$ cat src/rtl/hit_sound_sequencer.sv
// Enemy-hit note sequencer: per-class rising-edge hit detect, priority queueing, square-wave notes.
// Optional HIT_SOUND_SWEEP_EN: the half-period grows on every ms tick during a note.
module hit_sound_sequencer #(
  parameter int unsigned BULLET_COUNT = 8,
  parameter int unsigned TICK_DIV     = 25000,
  parameter int unsigned NOTE_MS      = 60,
  parameter int unsigned GAP_MS       = 10,
  parameter int unsigned HP_SPIDER    = 56818,
  parameter int unsigned HP_MOSQ      = 18939,
  parameter int unsigned HP_FLY       = 28409
`ifdef HIT_SOUND_SWEEP_EN
  , parameter int unsigned SWEEP_STEP = 400
`endif
) (
  input  logic                    clk25,
  input  logic                    reset_n,
  input  logic                    mute,
  input  logic [BULLET_COUNT-1:0] hit_fly,
  input  logic [BULLET_COUNT-1:0] hit_mosquito,
  input  logic [BULLET_COUNT-1:0] hit_spider,
  output logic                    buzz,
  output logic                    busy,
  output logic [2:0]              pending,
  output logic [1:0]              note_id
);

  localparam int unsigned HP_W   = 17;
  localparam int unsigned TICK_W = 15;
  localparam int unsigned MS_W   = 8;

  typedef enum logic [1:0] {S_IDLE, S_PLAY, S_GAP} state_t;

  state_t            r_state, w_state_nxt;
  logic [2:0]        r_prev, w_hit_or, w_ev;
  logic [2:0]        r_pending, w_pending_nxt, w_clr;
  logic [HP_W-1:0]   r_hp, w_hp_nxt, r_half, w_half_nxt;
  logic [TICK_W-1:0] r_tick, w_tick_nxt;
  logic [MS_W-1:0]   r_ms, w_ms_nxt;
  logic              r_buzz, w_buzz_nxt, r_busy, w_busy_nxt;
  logic [1:0]        r_note, w_note_nxt;
  logic              w_ms_tick;
`ifdef HIT_SOUND_SWEEP_EN
  logic [HP_W:0]     w_hp_sum;
`endif

  assign w_hit_or  = {|hit_spider, |hit_mosquito, |hit_fly};
  assign w_ev      = w_hit_or & ~r_prev;
  assign w_ms_tick = (r_tick == TICK_W'(TICK_DIV - 1));

  // Next-state and next-register values; mute overrides everything at the end.
  always_comb begin
    w_state_nxt = r_state;
    w_clr       = 3'b000;
    w_hp_nxt    = r_hp;
    w_half_nxt  = r_half;
    w_tick_nxt  = w_ms_tick ? '0 : r_tick + TICK_W'(1);
    w_ms_nxt    = r_ms;
    w_buzz_nxt  = r_buzz;
    w_note_nxt  = r_note;
`ifdef HIT_SOUND_SWEEP_EN
    w_hp_sum    = '0;
`endif
    case (r_state)
      S_IDLE: begin
        w_tick_nxt = '0;
        if (r_pending != 3'b000) begin
          w_state_nxt = S_PLAY;
          w_half_nxt  = '0;
          w_ms_nxt    = '0;
          if (r_pending[2]) begin
            w_clr = 3'b100; w_hp_nxt = HP_W'(HP_SPIDER); w_note_nxt = 2'd3;
          end else if (r_pending[1]) begin
            w_clr = 3'b010; w_hp_nxt = HP_W'(HP_MOSQ);   w_note_nxt = 2'd2;
          end else begin
            w_clr = 3'b001; w_hp_nxt = HP_W'(HP_FLY);    w_note_nxt = 2'd1;
          end
        end
      end
      S_PLAY: begin
        if (r_half == r_hp - HP_W'(1)) begin
          w_buzz_nxt = ~r_buzz;
          w_half_nxt = '0;
        end else begin
          w_half_nxt = r_half + HP_W'(1);
        end
`ifdef HIT_SOUND_SWEEP_EN
        if (w_ms_tick) begin
          w_hp_sum   = {1'b0, r_hp} + (HP_W+1)'(SWEEP_STEP);
          w_hp_nxt   = w_hp_sum[HP_W] ? {HP_W{1'b1}} : w_hp_sum[HP_W-1:0];
          w_half_nxt = '0;
        end
`endif
        if (w_ms_tick) begin
          if (r_ms == MS_W'(NOTE_MS - 1)) begin
            w_state_nxt = S_GAP;
            w_buzz_nxt  = 1'b0;
            w_ms_nxt    = '0;
            w_half_nxt  = '0;
          end else begin
            w_ms_nxt = r_ms + MS_W'(1);
          end
        end
      end
      S_GAP: begin
        if (w_ms_tick) begin
          if (r_ms == MS_W'(GAP_MS - 1)) begin
            w_state_nxt = S_IDLE;
            w_note_nxt  = 2'd0;
            w_ms_nxt    = '0;
          end else begin
            w_ms_nxt = r_ms + MS_W'(1);
          end
        end
      end
      default: w_state_nxt = S_IDLE;
    endcase

    // Set beats clear so an event arriving on the dispatch edge survives.
    w_pending_nxt = (r_pending & ~w_clr) | w_ev;

    if (mute) begin
      w_state_nxt   = S_IDLE;
      w_buzz_nxt    = 1'b0;
      w_note_nxt    = 2'd0;
      w_pending_nxt = 3'b000;
      w_half_nxt    = '0;
      w_tick_nxt    = '0;
      w_ms_nxt      = '0;
    end
    w_busy_nxt = (w_state_nxt != S_IDLE);
  end

  always_ff @(posedge clk25 or negedge reset_n) begin
    if (!reset_n) begin
      r_state   <= S_IDLE;
      r_prev    <= 3'b000;
      r_pending <= 3'b000;
      r_hp      <= '0;
      r_half    <= '0;
      r_tick    <= '0;
      r_ms      <= '0;
      r_buzz    <= 1'b0;
      r_busy    <= 1'b0;
      r_note    <= 2'd0;
    end else begin
      r_state   <= w_state_nxt;
      r_prev    <= w_hit_or;
      r_pending <= w_pending_nxt;
      r_hp      <= w_hp_nxt;
      r_half    <= w_half_nxt;
      r_tick    <= w_tick_nxt;
      r_ms      <= w_ms_nxt;
      r_buzz    <= w_buzz_nxt;
      r_busy    <= w_busy_nxt;
      r_note    <= w_note_nxt;
    end
  end

  assign buzz    = r_buzz;
  assign busy    = r_busy;
  assign pending = r_pending;
  assign note_id = r_note;

endmodule
$ cat config.mk
export PLATFORM = sky130hd
export DESIGN_NAME = hit_sound_sequencer
export DESIGN_NICKNAME = d
export VERILOG_FILES = /design/src/rtl/hit_sound_sequencer.sv
export SDC_FILE = /design/constraint.sdc
export NUM_CORES = 1
export LEC_CHECK = 0
export CAP_MARGIN = 20
export CELL_PAD_IN_SITES_DETAIL_PLACEMENT = 0
export CELL_PAD_IN_SITES_GLOBAL_PLACEMENT = 1
export CORE_MARGIN = 8
export CORE_UTILIZATION = 39
export DETAILED_ROUTE_END_ITERATION = 7
export PLACE_DENSITY_LB_ADDON = 0.1
export RECOVER_POWER = 100
export SLEW_MARGIN = 20
export SYNTH_ARGS = -nofsm -noshare
export SYNTH_HDL_FRONTEND = slang
export SYNTH_SLANG_ARGS = --single-unit
export TNS_END_PERCENT = 10
$ cat constraint.sdc
create_clock -name clk25 -period 2.6 [get_ports clk25]
set_input_delay 0.26 -clock clk25 [delete_from_list [all_inputs] [get_ports clk25]]
set_output_delay 0.26 -clock clk25 [all_outputs]
set_load 0.005 [all_outputs]
==> summary.md <==
| Metric | Value |
|---|---|
| Outcome | finished, final reports clean |
| WP data arrival | 2.78 ns |
| Initial Util | 40.3% |
| Vias post-DR | 3127 |
| Clock Latency Late Sink | between 0.3 and 0.4 ns |
| Crit-path cells | inv_1, ha_4, or4b_1, or3_1, a21oi_1, a21oi_1, nor4_4, buf_12, nor4b_1, a221o_1 |
| Fin Clk Skew | 0.0106 ns |
| CTS tree | done |
| Ports | 34 |
| Slowest CP cell | or4b_1 |
| CTS Root Cell | clkbuf_8 |
| VDD IR max | 0.000255 V |
| Syn-to-layout area delta | 22.9% |
| EDFF count, synth | 0 |
| Die area | approximately 0.012 mm^2 |
| Distinct cells, synth | 49 |
| Worst Setup End Kind | register |
| Largest family of logic cells by synthesized area | simple AND/OR/NAND/NOR gates |
| Cell count after synthesis | 407 |
| Yosys warns | 0 |
| WP buf/inv | 2 |
| Max_cap viols | 0 |
| Most frequent cells in the layout | dfrtp_1 (58), nor2_1 (44), nand2_1 (38), nand3_1 (37), o21ai_0 (24) |
| First-pass GRT wire length | 16100 um |
| Slew Limit Fails | 0 |
| Startpoint Class | register |
| Worst EP required | roughly 2.8 ns |
| Largest net degree at the start of global routing | 34 |
| Grt ovf | 0 |
| Multiplexer area fraction after synthesis | less than 1% |
| CP Class | register to register |
| CP most frequent cell | a21oi_1 |
| Average wire per standard cell | 16.2 um |
| Syn_nets | 445 |
| Fmax | 393 MHz |
| # setup viols final | 0 |
| Post-synthesis compound-gate area fraction | 14.3% |
| Post-layout minimum cycle time | 2.55 ns |
| Die height | 111 um |
| TritonCTS Sinks | 58 |
| Syn Std Cell Area | 0.00352 mm^2 |
| RSZ-0062 raised after global routing | true |
| Site Rows | 34 |
| Hold Vio Cnt, Final | 0 |
| Sequential area share after synthesis | 41.3% |
| Worst Hold Class | register to register |
| Final period util | 98.0% |
| # Post-CTS Setup Buffers | 0 |
| Post-Synth Adder-Cell Area | 3.91% |
| Die Width | between 100 and 150 um |
| Total track usage | 15.6% |
| Clk slew on worst S/H paths | 0.08 ns |
| Synth Area per Inst | 8.64 um^2 |
| Core ar. | 0.00872 mm^2 |
| Crit-path leading delay family | simple AND/OR/NAND/NOR gates |
| Antenna violations before repair | 0 |
| Routed WL | 9230 um |
| #FFs+latches synth | 58 |
| Vias/cell | 5.50 |
| DR DRC count | 0 |
| CP peak stage delay | 0.44 ns |
| Max FO, Critical Path | 27 |
| Post-synthesis xor/xnor area fraction | 6.97% |
| Pwr per Cell Area | between 500 and 600 mW/mm^2 |
| H-tree depth | 3 |
| DPL Wire Length | 6800 um |
| Deepest clock path buffer count | 2 |
| RePlAce Congestion | 0.787 |
| Antenna cells | 0 |
| Post-synth ARST share | 100% |
| Leak Pwr | between 1.5 and 2 nW |
| Simple-gate area share of the yosys netlist | 28.9% |
| Post-route ant nets | 0 |
| Total CTS buffers | 9 |
| Hold Worst Slack | 0.493 ns |
| Leading cell type in the layout, fill and taps excluded | dfrtp_1 |
| Worst slew margin | 6.51% |
| Layout cells sized above 1 | about a tenth |
| IO Port Bufs | 33 |
| Setup TNS | 0 ns |
| Prevailing post-synth register cell | dfrtp_1 |
| Vias in the first global route | 3144 |
| Initial drt markers | 79 |
| First-pass detailed-route iteration total | 4 |
| Final #Nets | 494 |
| Slew @ Worst Pin | 1.40 ns |
==> routing by layer <==
layer	vias to the layer above	share of wire [%]	track usage, %
li1	1558	-	-
met5	-	0	0
met3	17	2.4	2.54
met4	0	2.4	6.94
met1	1517	46	19.5
met2	35	49	25.6
==> cell families (layout without fill, tap and decap cells) <==
kind of cell             Yosys count  after routing
AO/OA/AOI/OAI                     81             81
XOR/XNOR                          28             28
adder cells (fa/ha/maj)           11             11
buffers and inverters             30             84
flip-flops                        58             58
multiplexers                       3              3
AND/OR/NAND/NOR                  196            196
==> power breakdown <==
group / internal (mW) / leakage [nW] / switching [mW] / total, mW
sequential: 0.922 / 0.783 / 0.0350 / 0.957
combinational: 0.139 / 0.963 / 0.145 / 0.284
clock: 0.548 / 0.106 / 0.419 / 0.967
total: 1.61 / 1.85 / 0.600 / 2.21
==> through the flow <==
stage / worst slack (ns) / std cells / util, % / total power [mW] / instance area, um^2
final: 0.0523 / 569 / 49.6 / 2.21 / 4320
after global routing: -0.125 / 569 / 49.6 / 2.30 / 4320
after floorplan: 0.00558 / 407 / - / 1.13 / 3530
after CTS: 0.0215 / 569 / 49.8 / 2.23 / 4340
after detailed placement: 0.0282 / 552 / 47.1 / 1.26 / 4110
after global placement: 0.0307 / 552 / 47.1 / 1.26 / 4110
==> path summary, 6_finish.rpt <==
check / start / endpoint / slack (ns) / depth (start not counted)
worst min register to register: r_ms[7]$_DFFE_PN0P_ / r_ms[7]$_DFFE_PN0P_ / 0.49 / 1
max in group asynchronous: reset_n / busy$_DFF_PN0_ / 0.55 / 3
min in group asynchronous: reset_n / r_hp[10]$_DFFE_PN0P_ / 0.77 / 2
worst max register to register: r_hp[8]$_DFFE_PN0P_ / buzz$_DFFE_PN0P_ / 0.05 / 10
worst min-delay path: r_ms[7]$_DFFE_PN0P_ / r_ms[7]$_DFFE_PN0P_ / 0.49 / 1
worst max-delay path: r_hp[8]$_DFFE_PN0P_ / buzz$_DFFE_PN0P_ / 0.05 / 10
==> area by class of cell <==
| cell class | count | area [um^2] |
|---|---|---|
| Clock buffer | 9 | 124 |
| Clock inverter | 7 | 101 |
| Fill cell | 856 | 4400 |
| Inverter | 9 | 33.8 |
| Multi-Input combinational cell | 319 | 1960 |
| Sequential cell | 58 | 1450 |
| Tap cell | 108 | 135 |
| Timing Repair Buffer | 59 | 519 |
==> Yosys cell counts (2+ instances only) <==
cell type | number | area [um^2]
a211oi_1 | 3 | 22.5
a21o_1 | 7 | 52.6
a21oi_1 | 17 | 85.1
a31oi_1 | 3 | 18.8
and3_1 | 10 | 62.6
buf_2 | 2 | 10.0
buf_4 | 2 | 15.0
clkbuf_1 | 15 | 56.3
dfrtp_1 | 58 | 1450
ha_1 | 11 | 138
inv_1 | 9 | 33.8
mux2i_1 | 2 | 20.0
nand2_1 | 38 | 143
nand2b_1 | 5 | 31.3
nand3_1 | 37 | 185
nand3b_1 | 4 | 30.0
nand4_1 | 6 | 37.5
nand4b_1 | 2 | 17.5
nor2_1 | 45 | 169
nor2b_1 | 5 | 31.3
nor3_1 | 8 | 40.0
nor4_1 | 13 | 81.3
nor4b_1 | 4 | 35.0
o211ai_1 | 3 | 22.5
o21a_1 | 3 | 22.5
o21ai_0 | 26 | 130
o21ai_1 | 2 | 10.0
o31ai_1 | 6 | 45.0
o41ai_1 | 4 | 35.0
or2_2 | 4 | 25.0
or3_1 | 6 | 37.5
or4_1 | 4 | 30.0
xnor2_1 | 10 | 87.6
xor2_1 | 18 | 158
==> registers in the layout, indices dropped and copies added, names as in the netlist <==
register / flops
r_ms: 8
r_half: 17
buzz: 1
busy: 1
note_id: 2
r_tick: 15
pending: 3
r_state: 2
r_hp: 6
r_prev: 3
==> timing repair <==
item	4_1_cts	5_1_grt
endpoints found under the hold margin	25	0
hold buffers	1	0
endpoints found under the setup margin	1	24
resized for setup	2	5
pin swaps	0	1
(Power assumes the default switching activity.)
